### src/rtl/cvt_token_sched.sv
// Token sequencer/arbiter in front of the CVT: streams config beats, then round-robin branch tokens.
// Optional send_batch watchdog enabled by defining CVT_TIMEOUT_EN.
module cvt_token_sched #(
    parameter int unsigned NUM_REQ = 4,
    parameter int unsigned TIMEOUT = 255
) (
    input  logic                       clk,
    input  logic                       rst,
    input  logic                       start,
    input  logic                       cfg_valid,
    output logic                       cfg_ready,
    input  logic [9:0]                 cfg_data,
    input  logic                       cfg_last,
    input  logic [NUM_REQ-1:0]         req_valid,
    output logic [NUM_REQ-1:0]         req_ready,
    input  logic [NUM_REQ*5-1:0]       req_bb1,
    input  logic [NUM_REQ*5-1:0]       req_bb2,
    input  logic [NUM_REQ*10-1:0]      req_tbuf,
    input  logic [NUM_REQ-1:0]         req_force,
    output logic [23:0]                cvt_token,
    input  logic                       cvt_send_batch,
    input  logic                       cvt_threads_terminated,
    output logic [$clog2(NUM_REQ)-1:0] grant_id,
    output logic                       busy,
    output logic                       done,
    output logic                       timeout_err
);

    localparam int unsigned IdW = $clog2(NUM_REQ);

    typedef enum logic [2:0] {StIdle, StCfg, StArb, StWait, StDone} state_e;

    state_e         state_q, state_d;
    logic [IdW-1:0] ptr_q, gid_q;
    logic [23:0]    token_q, token_d;
    logic           win_found, grant, tmo_hit;
    logic [IdW-1:0] win_idx;
    logic [4:0]     win_bb1, win_bb2;
    logic [9:0]     win_tbuf;
    logic           win_force;

    // Round-robin search starting just after the last winner.
    always_comb begin
        int unsigned cand;
        cand      = 0;
        win_found = 1'b0;
        win_idx   = '0;
        win_bb1   = '0;
        win_bb2   = '0;
        win_tbuf  = '0;
        win_force = 1'b0;
        for (int unsigned k = 1; k <= NUM_REQ; k++) begin
            cand = (32'(ptr_q) + k) % NUM_REQ;
            if (!win_found && req_valid[cand]) begin
                win_found = 1'b1;
                win_idx   = IdW'(cand);
                win_bb1   = req_bb1[5*cand +: 5];
                win_bb2   = req_bb2[5*cand +: 5];
                win_tbuf  = req_tbuf[10*cand +: 10];
                win_force = req_force[cand];
            end
        end
    end

    // Termination pre-empts any grant in the same cycle.
    assign grant = (state_q == StArb) && !cvt_threads_terminated && win_found;

`ifdef CVT_TIMEOUT_EN
    localparam int unsigned CntW = $clog2(TIMEOUT + 1);

    logic [CntW-1:0] wait_cnt_q;
    logic            err_q;

    assign tmo_hit = (state_q == StWait) && !cvt_send_batch && !cvt_threads_terminated &&
                     (wait_cnt_q == CntW'(TIMEOUT - 1));

    always_ff @(posedge clk or posedge rst) begin
        if (rst) begin
            wait_cnt_q <= '0;
            err_q      <= 1'b0;
        end else begin
            if (grant) begin
                wait_cnt_q <= '0;
            end else if (state_q == StWait) begin
                wait_cnt_q <= wait_cnt_q + 1'b1;
            end
            if (tmo_hit) begin
                err_q <= 1'b1;
            end
        end
    end

    assign timeout_err = err_q;
`else
    logic unused_timeout;
    assign unused_timeout = ^TIMEOUT;
    assign tmo_hit        = 1'b0;
    assign timeout_err    = 1'b0;
`endif

    always_ff @(posedge clk or posedge rst) begin
        if (rst) begin
            state_q <= StIdle;
            ptr_q   <= IdW'(NUM_REQ - 1);
            gid_q   <= '0;
            token_q <= '0;
        end else begin
            state_q <= state_d;
            token_q <= token_d;
            if (grant) begin
                ptr_q <= win_idx;
                gid_q <= win_idx;
            end
        end
    end

    always_comb begin
        state_d = state_q;
        unique case (state_q)
            StIdle: if (start) state_d = StCfg;
            StCfg:  if (cfg_valid && cfg_last) state_d = StArb;
            StArb: begin
                if (cvt_threads_terminated) state_d = StDone;
                else if (grant)             state_d = StWait;
            end
            StWait: begin
                if (cvt_threads_terminated) state_d = StDone;
                else if (cvt_send_batch)    state_d = StArb;
                else if (tmo_hit)           state_d = StArb;
            end
            StDone:  state_d = StIdle;
            default: state_d = StIdle;
        endcase
    end

    always_comb begin
        cfg_ready = (state_q == StCfg);
        busy      = (state_q != StIdle);
        done      = (state_q == StDone);
        req_ready = '0;
        if (grant) begin
            req_ready[win_idx] = 1'b1;
        end
    end

    // Token fields: {force, tbuf, bb2, bb1, token_valid, ctrl, config}.
    always_comb begin
        token_d = '0;
        if (state_q == StCfg && cfg_valid) begin
            token_d = {1'b0, cfg_data, 5'd0, 5'd0, 3'b101};
        end else if (grant) begin
            token_d = {win_force, win_tbuf, win_bb2, win_bb1, 3'b110};
        end
    end

    assign cvt_token = token_q;
    assign grant_id  = gid_q;

endmodule

### config.mk
export PLATFORM = sky130hd
export DESIGN_NAME = cvt_token_sched
export DESIGN_NICKNAME = d
export VERILOG_FILES = /design/src/rtl/cvt_token_sched.sv
export SDC_FILE = /design/constraint.sdc
export NUM_CORES = 1
export LEC_CHECK = 0
export CAP_MARGIN = 0
export CORE_UTILIZATION = 47
export CTS_BUF_LIST = sky130_fd_sc_hd__clkbuf_4
export DETAILED_ROUTE_END_ITERATION = 6
export MAX_ROUTING_LAYER = met4
export PLACE_DENSITY = 0.82
export SYNTH_ARGS = -nofsm -noshare
export SYNTH_HDL_FRONTEND = slang
export SYNTH_SLANG_ARGS = --single-unit
### constraint.sdc
create_clock -name clk -period 2.7 [get_ports clk]
set_input_delay 0.54 -clock clk [delete_from_list [all_inputs] [get_ports clk]]
set_output_delay 0.54 -clock clk [all_outputs]
set_load 0.02 [all_outputs]
== After elaboration in Yosys (flattened, before gate mapping) ==
Index checks and enable logic that the tools add are counted.

* Word-level logic and storage cells: 109
* Input port bits: 105
* Output and inout bits: 34
* Flip-flop bits (word level): 31

* Reduce and logical (&&, ||, !) cells: 15
* Multipliers: 8
* Magnitude comparators: 6
* Muxes and demuxes: 52
* Eq/ne operators: 8
* Shift operators: 12
* $add $sub $neg: 4

{| class="wikitable"
|+ Operators with widths
! kind !! count
|-
| variable part select 40 x 7 -> 10 bit || 4
|-
| variable part select 20 x 33 -> 5 bit || 4
|-
| variable part select 20 x 6 -> 5 bit || 4
|-
| two-way mux 24 bit || 2
|-
| multiplier 3 x 2 -> 5 bit (first input constant) || 8
|-
| two-way mux 10 bit || 4
|-
| two-way mux 5 bit || 8
|-
| two-way mux 3 bit || 6
|-
| two-way mux 1 bit || 17
|-
| binary-select mux 1 bit (select 2 bit) || 8
|-
| less-than comparator 2 x 3 -> 1 bit (second input constant) || 5
|-
| case mux 3 bit (4 select lines) || 1
|-
| logical AND 1 bit || 8
|-
| two-way mux 2 bit || 4
|-
| equality test 3 x 2 -> 1 bit (second input constant) || 2
|-
| != test 3 bit (second input constant) || 2
|-
| adder 2 x 1 -> 2 bit (second input constant) || 2
|-
| adder 2 bit (second input constant) || 2
|-
| zero test 1 bit || 4
|-
| two-way mux 4 bit || 1
|-
| AND reduction 4 bit || 1
|-
| equality test 3 x 1 -> 1 bit (second input constant) || 1
|-
| equality test 3 bit (second input constant) || 1
|-
| zero test 3 bit || 1
|-
| other kinds (5) || 5
|}

== Depth between registers and ports, before layout ==
Gate-level depths: netlist (run 1).

* Depth after elaboration: 18
* Depth in mapped cells: 9
* Depth with buffers taken out: 5

== Worst setup path after synthesis (run 1) ==
No wires, ideal clock.

* Path type: input to output
* From: input port cvt_threads_terminated
* To: output port req_ready[3]
* Cell stages on the path: 5
* Path slack: 288 ps
* Arrival time: 1872 ps
* Cell sequence: nand2b_1 -> or4_1 -> buf_2 -> clkbuf_1 -> nor3_1

* Cells in the longest elaborated chain, start to end: 4

{| class="wikitable"
|+ Ends and longest elaborated chain
! what !! RTL line !! source
|-
| start: declaration || 22 || <nowiki>input logic cvt_threads_terminated,</nowiki>
|-
| zero test 1 bit || 66 || <nowiki>assign grant = (state_q == StArb) && !cvt_threads_terminated && win_found;</nowiki>
|-
| logical AND 1 bit (2 in a row) || 66 ||
|-
| two-way mux 4 bit || 141 || <nowiki>if (grant) begin</nowiki>
|-
| end: declaration || 15 || <nowiki>output logic [NUM_REQ-1:0] req_ready,</nowiki>
|}

No other way between the ends.

== Worst setup path in the final report (run 1) ==
* From: input port req_valid[0]
* To: output port req_ready[0]

* Cells in the longest elaborated chain, start to end: 17
* Elaborated cells on any way between the ends: 29
* Classes of those cells: 2 x order compare; 19 x mux; 8 x reduce/logical

{| class="wikitable"
|+ Ends and longest elaborated chain
! what !! RTL line !! source
|-
| start: declaration || 14 || <nowiki>input logic [NUM_REQ-1:0] req_valid,</nowiki>
|-
| binary-select mux 1 bit (select 2 bit) || 54 || <nowiki>if (!win_found && req_valid[cand]) begin</nowiki>
|-
| two-way mux 1 bit (implied by the code) || 54 ||
|-
| two-way mux 1 bit || 54 ||
|-
| zero test 1 bit || 54 ||
|-
| logical AND 1 bit || 54 ||
|-
| two-way mux 1 bit || 54 ||
|-
| zero test 1 bit || 54 ||
|-
| logical AND 1 bit || 54 ||
|-
| two-way mux 1 bit || 54 ||
|-
| zero test 1 bit || 54 ||
|-
| logical AND 1 bit || 54 ||
|-
| two-way mux 2 bit || 54 ||
|-
| less-than comparator 2 x 3 -> 1 bit (implied by the code) or greater-or-equal comparator 2 x 1 -> 1 bit (tied branches) || 142 || <nowiki>req_ready[win_idx] = 1'b1;</nowiki>
|-
| logical AND 1 bit (implied by the code) || 142 ||
|-
| two-way mux 1 bit (implied by the code) || 142 ||
|-
| demux 1 bit (select 2 bit) || 142 ||
|-
| two-way mux 4 bit * || 141 ||
|}

Every way passes the cells marked *; elsewhere a longest branch is shown, timed or not. The select of a mux whose other input is x is not followed.

==> results of run 1 <==
## per-stage QoR
stage | worst slack, ns | util, % | cell area [um2] | std cells | power [uW]
after CTS | -0.002825 | 69.69 | 5358 | 709 | 3940
after detailed placement | -0.4127 | 68.59 | 5273 | 701 | 3553
final | 0.06325 | 69.68 | 5356 | 709 | 3982
after global placement | -0.3788 | 68.59 | 5273 | 701 | 3474
after global routing | -0.01472 | 69.68 | 5356 | 709 | 4250
after floorplan | 0.2879 | - | 3729 | 471 | 2722
## power breakdown
group / switching [uW] / internal, uW
combinational: 1670 / 1290
sequential: 66.3 / 579
clock: 180 / 190
## cell families (layout without fill, tap and decap cells)
group / count (synthesis) / count (layout)
multiplexers: 95 / 95
other: 1 / 1
AND/OR/NAND/NOR: 152 / 152
buffers and inverters: 51 / 187
flip-flops: 31 / 31
AO/OA/AOI/OAI: 141 / 141
## cell usage after synthesis (all sizes together) (8+ instances only)
cell,number
nand3b,10
o31ai,9
a32oi,11
buf,28
nor2,19
o221ai,8
o22ai,20
o211ai,12
mux2i,94
a31oi,21
dfrtp,29
a21oi,15
a211oi,9
nand2,55
nand3,30
clkbuf,18
o21ai,22
## cell usage in the layout, fill, tap and decap left out, types with 12 or more instances in the layout
| master | netlist | routed |
|---|---|---|
| a21oi_1 | 14 | 14 |
| a31oi_1 | 21 | 21 |
| buf_4 | 4 | 37 |
| clkdlybuf4s50_1 | 0 | 133 |
| dfrtp_1 | 29 | 29 |
| mux2i_1 | 93 | 93 |
| nand2_1 | 54 | 54 |
| nand3_1 | 30 | 30 |
| nor2_1 | 19 | 18 |
| o211ai_1 | 12 | 12 |
| o21ai_0 | 19 | 18 |
| o22ai_1 | 20 | 20 |
## cell type report
cell class,instances,area [um2]
Tap cell,102,127.6
Clock buffer,5,37.54
Sequential cell,31,782.0
Fill cell,637,2331
Timing Repair Buffer,174,1635
Multi-Input combinational cell,389,2716
Clock inverter,3,38.79
Inverter,5,18.77
## flip-flops by register name (all words and copies together), names as in the netlist
signal	cells
cvt_token	24
grant_id	2
ptr_q	2
state_q	3
## worst max-delay path, delay by kind of cell
| family | cells | cell delay (ns) |
|---|---|---|
| compound gates | 3 | 0.48 |
| buf+inv | 4 | 0.91 |
| simple gates | 1 | 0.16 |
## what timing repair did
action,in CTS,in global routing
pin swaps,0,2
setup endpoints to repair,4,20
gates resized for setup,17,7
## routing by layer
layer  vias up  part of all wire (%)
li1       2093                     -
met1      2132                    40
met2       247                    48
met3        47                   7.8
met4         0                   3.6
met5         -                     0
## worst max path at each step
stage	startpoint	to	slack (ns)	cells past startpoint
final	req_valid[0]	req_ready[0]	0.06	8
after global placement	req_valid[3]	req_ready[3]	-0.38	5
after global routing	req_valid[1]	req_ready[0]	-0.01	9
after CTS	req_valid[3]	req_ready[3]	-0.003	5
after floorplan	cvt_threads_terminated	req_ready[3]	0.29	5
after detailed placement	req_valid[0]	req_ready[2]	-0.41	6
==> impl_metrics.py, run 1 <==
metrics = {
    "cells_and_area": {
        "drive_above_1_share_pct": 10.38,
        "fin_nets": 711,
        "antenna-diode-count": 0,
        "area_growth_pct": 43.66,
    },
    "critical_path": {
        "worstPathMaxFanout": 6,
        "r2r_slack_ns": 0.21,
        "crit_top_cell": "buf_4",
        "slowest_delay_ns": 0.43,
        "ff2ff_path_depth": 6,
        "crit_path_top_delay_cell": "clkdlybuf4s50_1",
        "cp-end-kind": "primary output",
        "timing.rr.start": "ptr_q[1]",
        "start_kind": "input port",
        "path_cells": "clkdlybuf4s50_1 > buf_4 > o21a_1 > o21ai_1 > o221ai_2 > buf_4 > and3_1 > buf_4",
        "cp.required_ns": 2.16,
        "crit_arrival_ns": 2.10,
        "worstSetupPathType": "input port to primary output",
        "crit-reg2reg-capture": "cvt_token[14]",
    },
    "placement": {
        "gp_congestion": 0.9009,
        "hpwl_um": 8828,
        "io_buffers": 137,
    },
    "sta": {
        "fmax_mhz": 379.3,
        "skew_ns": 0.01143,
        "tightest_slew_ns": 1.010,
        "fin_hold_ws_ns": 0.4858,
        "tns_ns": 0,
        "setup_violations": 0,
        "max_slew_margin_pct": 32.64,
        "maxSlewViolCount": 0,
        "min_period_over_period_pct": 97.66,
        "period_minus_slack_ns": 2.637,
        "finalHoldViolations": 0,
    },
    "global_route": {
        "met1_usage_pct": 35.89,
        "grt_pass1_vias": 4309,
        "busiest_layer": "met2",
        "grt_overflow": 0,
        "met2_usage_pct": 51.14,
        "grt_max_degree": 71,
        "gr-usage-all-layers_pct": 30.47,
        "grt_pass1_wl_um": 19980,
        "antenna_found_initial": 0,
        "gr-usage-met3_pct": 4.439,
    },
    "floorplan": {
        "die_area_um2": 8294,
        "rows": 32,
        "initial_core_util_pct": 48.50,
        "die_x_um": 91.07,
        "fp.dieH_um": 91.07,
        "core_region_area_um2": 7687,
        "io_pins": 139,
    },
    "route": {
        "drc": 0,
        "firstDrtPassIters": 5,
        "post_drt_wl_per_cell_um": 17.77,
        "routed_via_density": 6.374,
        "wl_um": 12600,
        "vias": 4519,
        "dr.first_iter.drc_count": 317,
        "ant_nets": 0,
    },
    "clocking": {
        "clk_path_buf_depth": 2,
        "cts_sinks": 31,
        "worstSkewPairLatency_ns": 0.35,
        "cts_buffers": 5,
        "cts_hold_buf": 0,
        "cts_tree": "yes",
        "ctsHtreeMaxLevel": 2,
        "clockRootBuffer": "clkbuf_4",
        "clk_pin_slew_ns": 0.10,
        "cts_setup_buffers": 0,
    },
    "synth": {
        "yosys.area.top_type_share_pct": 24.97,
        "syn-num-nets": 576,
        "synth-seq-cells": 31,
        "synth.largest_area_cell": "mux2i_1",
        "yosys_warnings": 0,
        "synthSimpleGateAreaFrac_pct": 20.74,
        "muxShareOfSynthArea_pct": 25.64,
        "ys.flop_type": "dfrtp_1",
        "yosys-top-cells-area": "mux2i_1 (25%), dfrtp_1 (19%), nand2_1 (5.4%), nand3_1 (4.0%), a31oi_1 (3.5%)",
        "synthArstFlopShare_pct": 100.0,
        "synth_fa_ha_area_share_pct": 0,
        "synth_cells": 471,
        "syn_area_per_cell_um2": 7.916,
        "ys_seq_area_share_pct": 20.87,
        "synth_xor_area_share_pct": 0,
        "synth_area_um2": 3729,
        "post_synth_num_cell_types": 53,
        "synth_edf_count": 0,
        "synth_top_family_by_area": "compound AO/OA/AOI/OAI gates",
        "synth_compound_area_share_pct": 25.81,
    },
    "pwr": {
        "leakage_uw": 0.002073,
        "p_per_area_nw_per_um2": 743.4,
        "vdd_drop_max_uv": 815.8,
    },
    "hold_path": {
        "hp-class": "register to register",
        "min_path_cells": 1,
        "hold_start": "grant_id[1]",
        "min_to": "grant_id[1]",
    },
    "run": {
        "cap_violations": 0,
    },
    "status": {
        "outcome": "finished, final reports clean",
    },
}
Power figures use the tool's default switching activity.
==> run 2: changes to the inputs <==
ABC_AREA = 1   (was default)
CORE_UTILIZATION = 48   (was 47)
TNS_END_PERCENT = 20   (was default)
==> impl_metrics.py, run 2 <==
metrics = {
    "status": {
        "outcome": "finished, final reports clean",
    },
    "cells_and_area": {
        "final-instance-count-excl-fill": 974,
        "utilization_pct": 69.33,
        "area_growth_pct": 40.81,
        "final_common_cell": "nand2_1",
        "drive_above_1_share_pct": 11.16,
        "antenna-diode-count": 0,
        "layout_common_cells": "nand2_1 (279), o21ai_0 (136), clkdlybuf4s50_1 (133), inv_1 (52), nor2_1 (49)",
        "largest_reg_flops": 24,
        "fin_nets": 973,
    },
    "sta": {
        "maxSlewViolCount": 0,
        "skew_ns": 0.005714,
        "fmax_mhz": 376.3,
        "min_period_over_period_pct": 98.43,
        "period_minus_slack_ns": 2.658,
        "tightest_slew_ns": 0.7890,
        "max_slew_margin_pct": 47.40,
        "rsz0062_at_grt": "true",
        "finalHoldViolations": 0,
        "setup_violations": 0,
    },
    "critical_path": {
        "worstPathMaxFanout": 8,
        "worstSetupPathType": "register to primary output",
        "start_kind": "register",
        "cp.required_ns": 2.16,
        "timing.rr.start": "ptr_q[0]",
        "cp-end-kind": "primary output",
        "crit_arrival_ns": 2.12,
        "ff2ff_path_depth": 7,
        "crit-reg2reg-capture": "cvt_token[9]",
        "r2r_slack_ns": 0.32,
    },
    "floorplan": {
        "die_x_um": 93.58,
        "fp.dieH_um": 93.58,
        "initial_core_util_pct": 49.23,
        "rows": 33,
        "io_pins": 139,
        "die_area_um2": 8756,
        "core_region_area_um2": 8175,
    },
    "placement": {
        "gp_congestion": 0.9524,
        "dp_cells": 962,
        "hpwl_um": 9372,
        "io_buffers": 137,
    },
    "route": {
        "wl_um": 12760,
        "dr.first_iter.drc_count": 305,
        "drc": 0,
        "routed_via_density": 5.290,
        "ant_nets": 0,
        "vias": 5152,
        "post_drt_wl_per_cell_um": 13.10,
        "firstDrtPassIters": 5,
    },
    "synth": {
        "synth_fa_ha_area_share_pct": 0,
        "synth_edf_count": 0,
        "synth_xor_area_share_pct": 0,
        "ys.flop_type": "dfrtp_1",
        "synthArstFlopShare_pct": 100.0,
        "synth.most_common_cell": "nand2_1",
        "muxShareOfSynthArea_pct": 3.233,
        "synth.largest_area_cell": "nand2_1",
        "yosys-top-cells-area": "nand2_1 (27%), dfrtp_1 (18%), o21ai_0 (17%), nand3_1 (6.3%), inv_1 (5.0%)",
        "synthTopCellsByCount": "nand2_1 (291), o21ai_0 (136), inv_1 (54)",
        "synth_cells": 739,
        "post_synth_num_cell_types": 31,
        "syn_area_per_cell_um2": 5.447,
        "yosys_warnings": 0,
        "synth-seq-cells": 31,
        "synthSimpleGateAreaFrac_pct": 44.51,
        "ys_seq_area_share_pct": 19.33,
        "synth_top_family_by_area": "simple AND/OR/NAND/NOR gates",
        "synth_compound_area_share_pct": 20.61,
        "synth_area_um2": 4025,
        "syn-num-nets": 844,
        "yosys.area.top_type_share_pct": 27.14,
    },
    "clocking": {
        "cts_sinks": 31,
        "clockRootBuffer": "clkbuf_4",
        "cts_tree": "yes",
        "ctsHtreeMaxLevel": 2,
        "cts_hold_buf": 0,
        "clk_pin_slew_ns": 0.10,
        "worstSkewPairLatency_ns": 0.33,
        "cts_buffers": 5,
        "clk_path_buf_depth": 2,
    },
    "hold_path": {
        "min_to": "grant_id[0]",
        "min_path_cells": 2,
        "hold_start": "grant_id[0]",
        "hp-class": "register to register",
    },
    "global_route": {
        "grt_overflow": 0,
        "grt_max_degree": 96,
        "gr-usage-all-layers_pct": 30.12,
        "grt_pass1_vias": 4607,
        "grt_pass1_wl_um": 20670,
        "antenna_found_initial": 0,
    },
    "pwr": {
        "vdd_drop_max_uv": 730.1,
        "leakage_uw": 0.002741,
        "p_per_area_nw_per_um2": 1130,
    },
    "run": {
        "cap_violations": 0,
    },
}
## run 2: cell types whose count changed in the layout (fill, tap and decap cells not counted), sizes merged, moves of 14 or more
cell / previous run / this run
inv: 4 / 58
nand2: 55 / 299
a31oi: 21 / 0
nand3: 30 / 53
nor2: 19 / 51
a21oi: 15 / 1
o21ai: 22 / 150
o22ai: 20 / 0
mux2i: 94 / 13
## run 2: final cells by class
| type | count | area (um2) |
|---|---|---|
| clock buffer | 6 | 45.04 |
| timing repair buffer | 174 | 1668 |
| fill | 758 | 2507 |
| tap | 105 | 131.4 |
| clock inverter | 2 | 8.758 |
| sequential | 31 | 778.2 |
| inverter | 58 | 222.7 |
| multi-input combinational | 598 | 2814 |
## run 2: metrics by stage
stage          setup TNS (ns)  instance area (um2)  hold slack (ns)  power [uW]  worst slack (ns)
6_report                    0                 5668           0.5103        6406           0.04244
5_1_grt               -0.1978                 5668           0.5483        7024          -0.06997
4_1_cts              -0.02274                 5577           0.5144        6172          -0.02274
3_5_place_dp           -1.521                 5529           0.4903        5875           -0.4186
3_3_place_gp           -1.318                 5529           0.4836        5703           -0.3497
2_1_floorplan               0                 4025           0.5033        4454            0.3568
## run 2: cells by family after synthesis
family	Yosys count
AOI/OAI and AO/OA	160
buffers and inverters	110
DFF	31
muxes	13
other	1
and+or+nand+nor	424
## run 2: worst max path at each step
stage / start / to / slack [ns]
3_5_place_dp: req_valid[3] / req_ready[0] / -0.42
6_report: ptr_q[0] / req_ready[0] / 0.04
4_1_cts: ptr_q[0] / req_ready[3] / -0.02
5_1_grt: ptr_q[0] / req_ready[0] / -0.07
2_1_floorplan: ptr_q[1] / req_ready[2] / 0.36
3_3_place_gp: req_valid[3] / req_ready[0] / -0.35
## run 2: timing repair
| item | in CTS | in global routing |
|---|---|---|
| resized for setup | 18 | 24 |
| setup endpoints to repair | 4 | 4 |
| buffers inserted | 0 | 4 |
| pin swaps | 0 | 10 |
## run 2: metal layers
metal / routed length [um] / track usage, % / part of all wire, % / up-vias
met1: 5446 / 37.19 / 43 / 2266
met3: 885 / 2.846 / 6.9 / 35
met2: 6100 / 50.25 / 48 / 225
met5: 0 / - / 0 / -
met4: 327 / 12.95 / 2.6 / 0
li1: - / - / - / 2626
## run 2: critical path: stages (launching register included)
cell and delay (ns):
dfstp_2 0.61, inv_4 0.08, nand2_2 0.07, nand2_2 0.08, nand2_2 0.10, nand2_4 0.08
nor2_8 0.18, nand3b_4 0.11, inv_2 0.08, nand2_2 0.07, nand2_4 0.08, nand2_1 0.07
inv_2 0.06, buf_6 0.11
## run 2: power breakdown
group          internal, uW  total (uW)  switching (uW)
Clock                   108         274             167
Combinational          2060        5410            3350
Sequential              631         717            86.1
Total                  2800        6410            3600
==> run 3: changes to the inputs <==
CAP_MARGIN = 20   (was 0)
CORE_UTILIZATION = 30   (was 48)
DONT_BUFFER_PORTS = 1   (was default)
PLACE_DENSITY = 0.42   (was 0.82)
==> impl_metrics.py, run 3 (synthesized netlist as in run 2, its figures left out) <==
metrics = {
    "status": {
        "outcome": "finished, final reports clean",
    },
    "clocking": {
        "cts_tree": "yes",
        "clk_path_buf_depth": 2,
        "cts_sinks": 31,
        "clk_pin_slew_ns": 0.12,
        "cts_hold_buf": 0,
        "cts_buffers": 5,
        "clockRootBuffer": "clkbuf_4",
        "worstSkewPairLatency_ns": 0.35,
        "ctsHtreeMaxLevel": 2,
    },
    "floorplan": {
        "die_area_um2": 13880,
        "die_x_um": 117.8,
        "initial_core_util_pct": 31.39,
        "fp.dieH_um": 117.8,
        "io_pins": 139,
        "rows": 41,
        "core_region_area_um2": 12820,
    },
    "global_route": {
        "grt_overflow": 0,
        "grt_max_degree": 74,
        "antenna_found_initial": 1,
        "grt_pass1_wl_um": 21620,
        "gr-usage-all-layers_pct": 20.04,
        "grt_pass1_vias": 4163,
    },
    "sta": {
        "maxSlewViolCount": 0,
        "max_slew_margin_pct": 56.77,
        "fmax_mhz": 379.0,
        "min_period_over_period_pct": 97.71,
        "rsz0062_at_grt": "true",
        "period_minus_slack_ns": 2.638,
        "skew_ns": 0.01573,
        "tightest_slew_ns": 0.6435,
        "finalHoldViolations": 0,
        "fin_hold_ws_ns": 0.1506,
        "setup_violations": 0,
        "worst_slack_ns": 0.06178,
    },
    "cells_and_area": {
        "layout_common_cells": "nand2_1 (277), o21ai_0 (136), inv_1 (51), nand3_1 (49), nor2_1 (45)",
        "area_growth_pct": 10.29,
        "fin_nets": 829,
        "final_common_cell": "nand2_1",
        "drive_above_1_share_pct": 12.83,
        "final-instance-count-excl-fill": 898,
        "fillers": 1460,
        "largest_reg_flops": 24,
    },
    "critical_path": {
        "crit_top_cell": "nand2_1",
        "cp-end-kind": "primary output",
        "crit_arrival_ns": 2.10,
        "worstSetupPathType": "register to primary output",
        "cp.required_ns": 2.16,
        "crit_path_top_delay_cell": "dfstp_2",
        "slowest_delay_ns": 0.58,
        "worstPathMaxFanout": 10,
        "path_cells": "buf_6 > nand2_1 > nand2_4 > nand2_1 > nand2_2 > inv_2 > nand3_2 > nand2_4 > inv_4 > nand2_1 > nor2_4",
        "start_kind": "register",
    },
    "hold_path": {
        "hp-class": "input port to async pin",
    },
    "placement": {
        "io_buffers": 0,
        "pre_cts_ws_ns": 0.07464,
        "gp_congestion": 0.8209,
        "hpwl_um": 10010,
        "dp_cells": 879,
    },
    "run": {
        "cap_violations": 0,
    },
    "route": {
        "wl_um": 13900,
        "ant_nets": 0,
        "vias": 4488,
        "drc": 0,
        "routed_via_density": 4.998,
        "firstDrtPassIters": 5,
        "post_drt_wl_per_cell_um": 15.48,
        "dr.first_iter.drc_count": 344,
    },
    "pwr": {
        "leakage_uw": 0.002220,
        "vdd_drop_max_uv": 562.7,
        "p_per_area_nw_per_um2": 1403,
    },
}
==> run 3: cell types whose count changed in the layout (fill, tap and decap cells not counted), moves of 2 or more <==
cell | before | now
buf_12 | 2 | 0
buf_4 | 38 | 28
clkdlybuf4s50_1 | 133 | 0
nand2_1 | 279 | 277
nand2_2 | 15 | 8
nand2_4 | 5 | 13
nand3_2 | 5 | 3
nor2_1 | 49 | 45
nor2_4 | 1 | 4
==> run 3: through the flow <==
stage / total power, uW / TNS, ns / area, um2 / util [%]
floorplan: 4454 / 0 / 4025 / -
global placement: 5326 / 0 / 4121 / 32.14
detailed placement: 5390 / 0 / 4121 / 32.14
CTS: 5901 / -0.02577 / 4252 / 33.15
global route: 6905 / -0.3497 / 4439 / 34.61
finish: 6230 / 0 / 4439 / 34.61
==> run 3: final cells by class <==
cell class | count | area (um2) | area share [%]
Timing Repair Buffer | 30 | 232.7 | 5.242
Tap cell | 172 | 215.2 | 4.848
Antenna cell | 1 | 2.502 | 0.05637
Sequential cell | 31 | 778.2 | 17.53
Multi-Input combinational cell | 598 | 2904 | 65.42
Inverter | 58 | 230.2 | 5.186
Clock inverter | 3 | 38.79 | 0.8737
Clock buffer | 5 | 37.54 | 0.8455
==> run 3: timing repair <==
item                                   4_1_cts  5_1_grt
resized for setup                           11       35
pin swaps                                    5       14
setup endpoints to repair                    4        4
buffers inserted                             3        7
endpoints found under the hold margin        0        0
==> run 3: critical path: cells and delay by family, from the launching register on <==
family        cells  cell delay, ns
flops             1            0.58
simple gates      8            0.85
buf+inv           3            0.31
==> run 3: path summary, 6_finish.rpt <==
path                       slack [ns]        start  cells past startpoint            end
max                              0.06     ptr_q[0]                     11   req_ready[2]
min                              0.15          rst                      2   cvt_token[8]
max reg2reg                      0.35     ptr_q[0]                     10  cvt_token[18]
min reg2reg                      0.55   state_q[2]                      3     state_q[2]
max in group asynchronous        2.21          rst                      2       ptr_q[1]
min in group clk                 0.30  cfg_data[4]                      2  cvt_token[17]
==> run 3: report_power, final <==
part           switching [uW]  internal, uW  total [uW]  leakage, uW
logic                    3300          1670        4970      0.00177
clock network             189           191         379    0.0000426
registers                 253           632         885     0.000413
total                    3740          2490        6230      0.00222
==> run 3: metal layers <==
layer | track usage [%] | wire, um | share of wire [%] | up-vias
li1 | - | - | - | 2337
met1 | 26.27 | 6394 | 46 | 2009
met2 | 31.95 | 6478 | 47 | 132
met3 | 3.198 | 872 | 6.3 | 10
met4 | 5.208 | 151 | 1.1 | 0
met5 | - | 0 | 0 | -
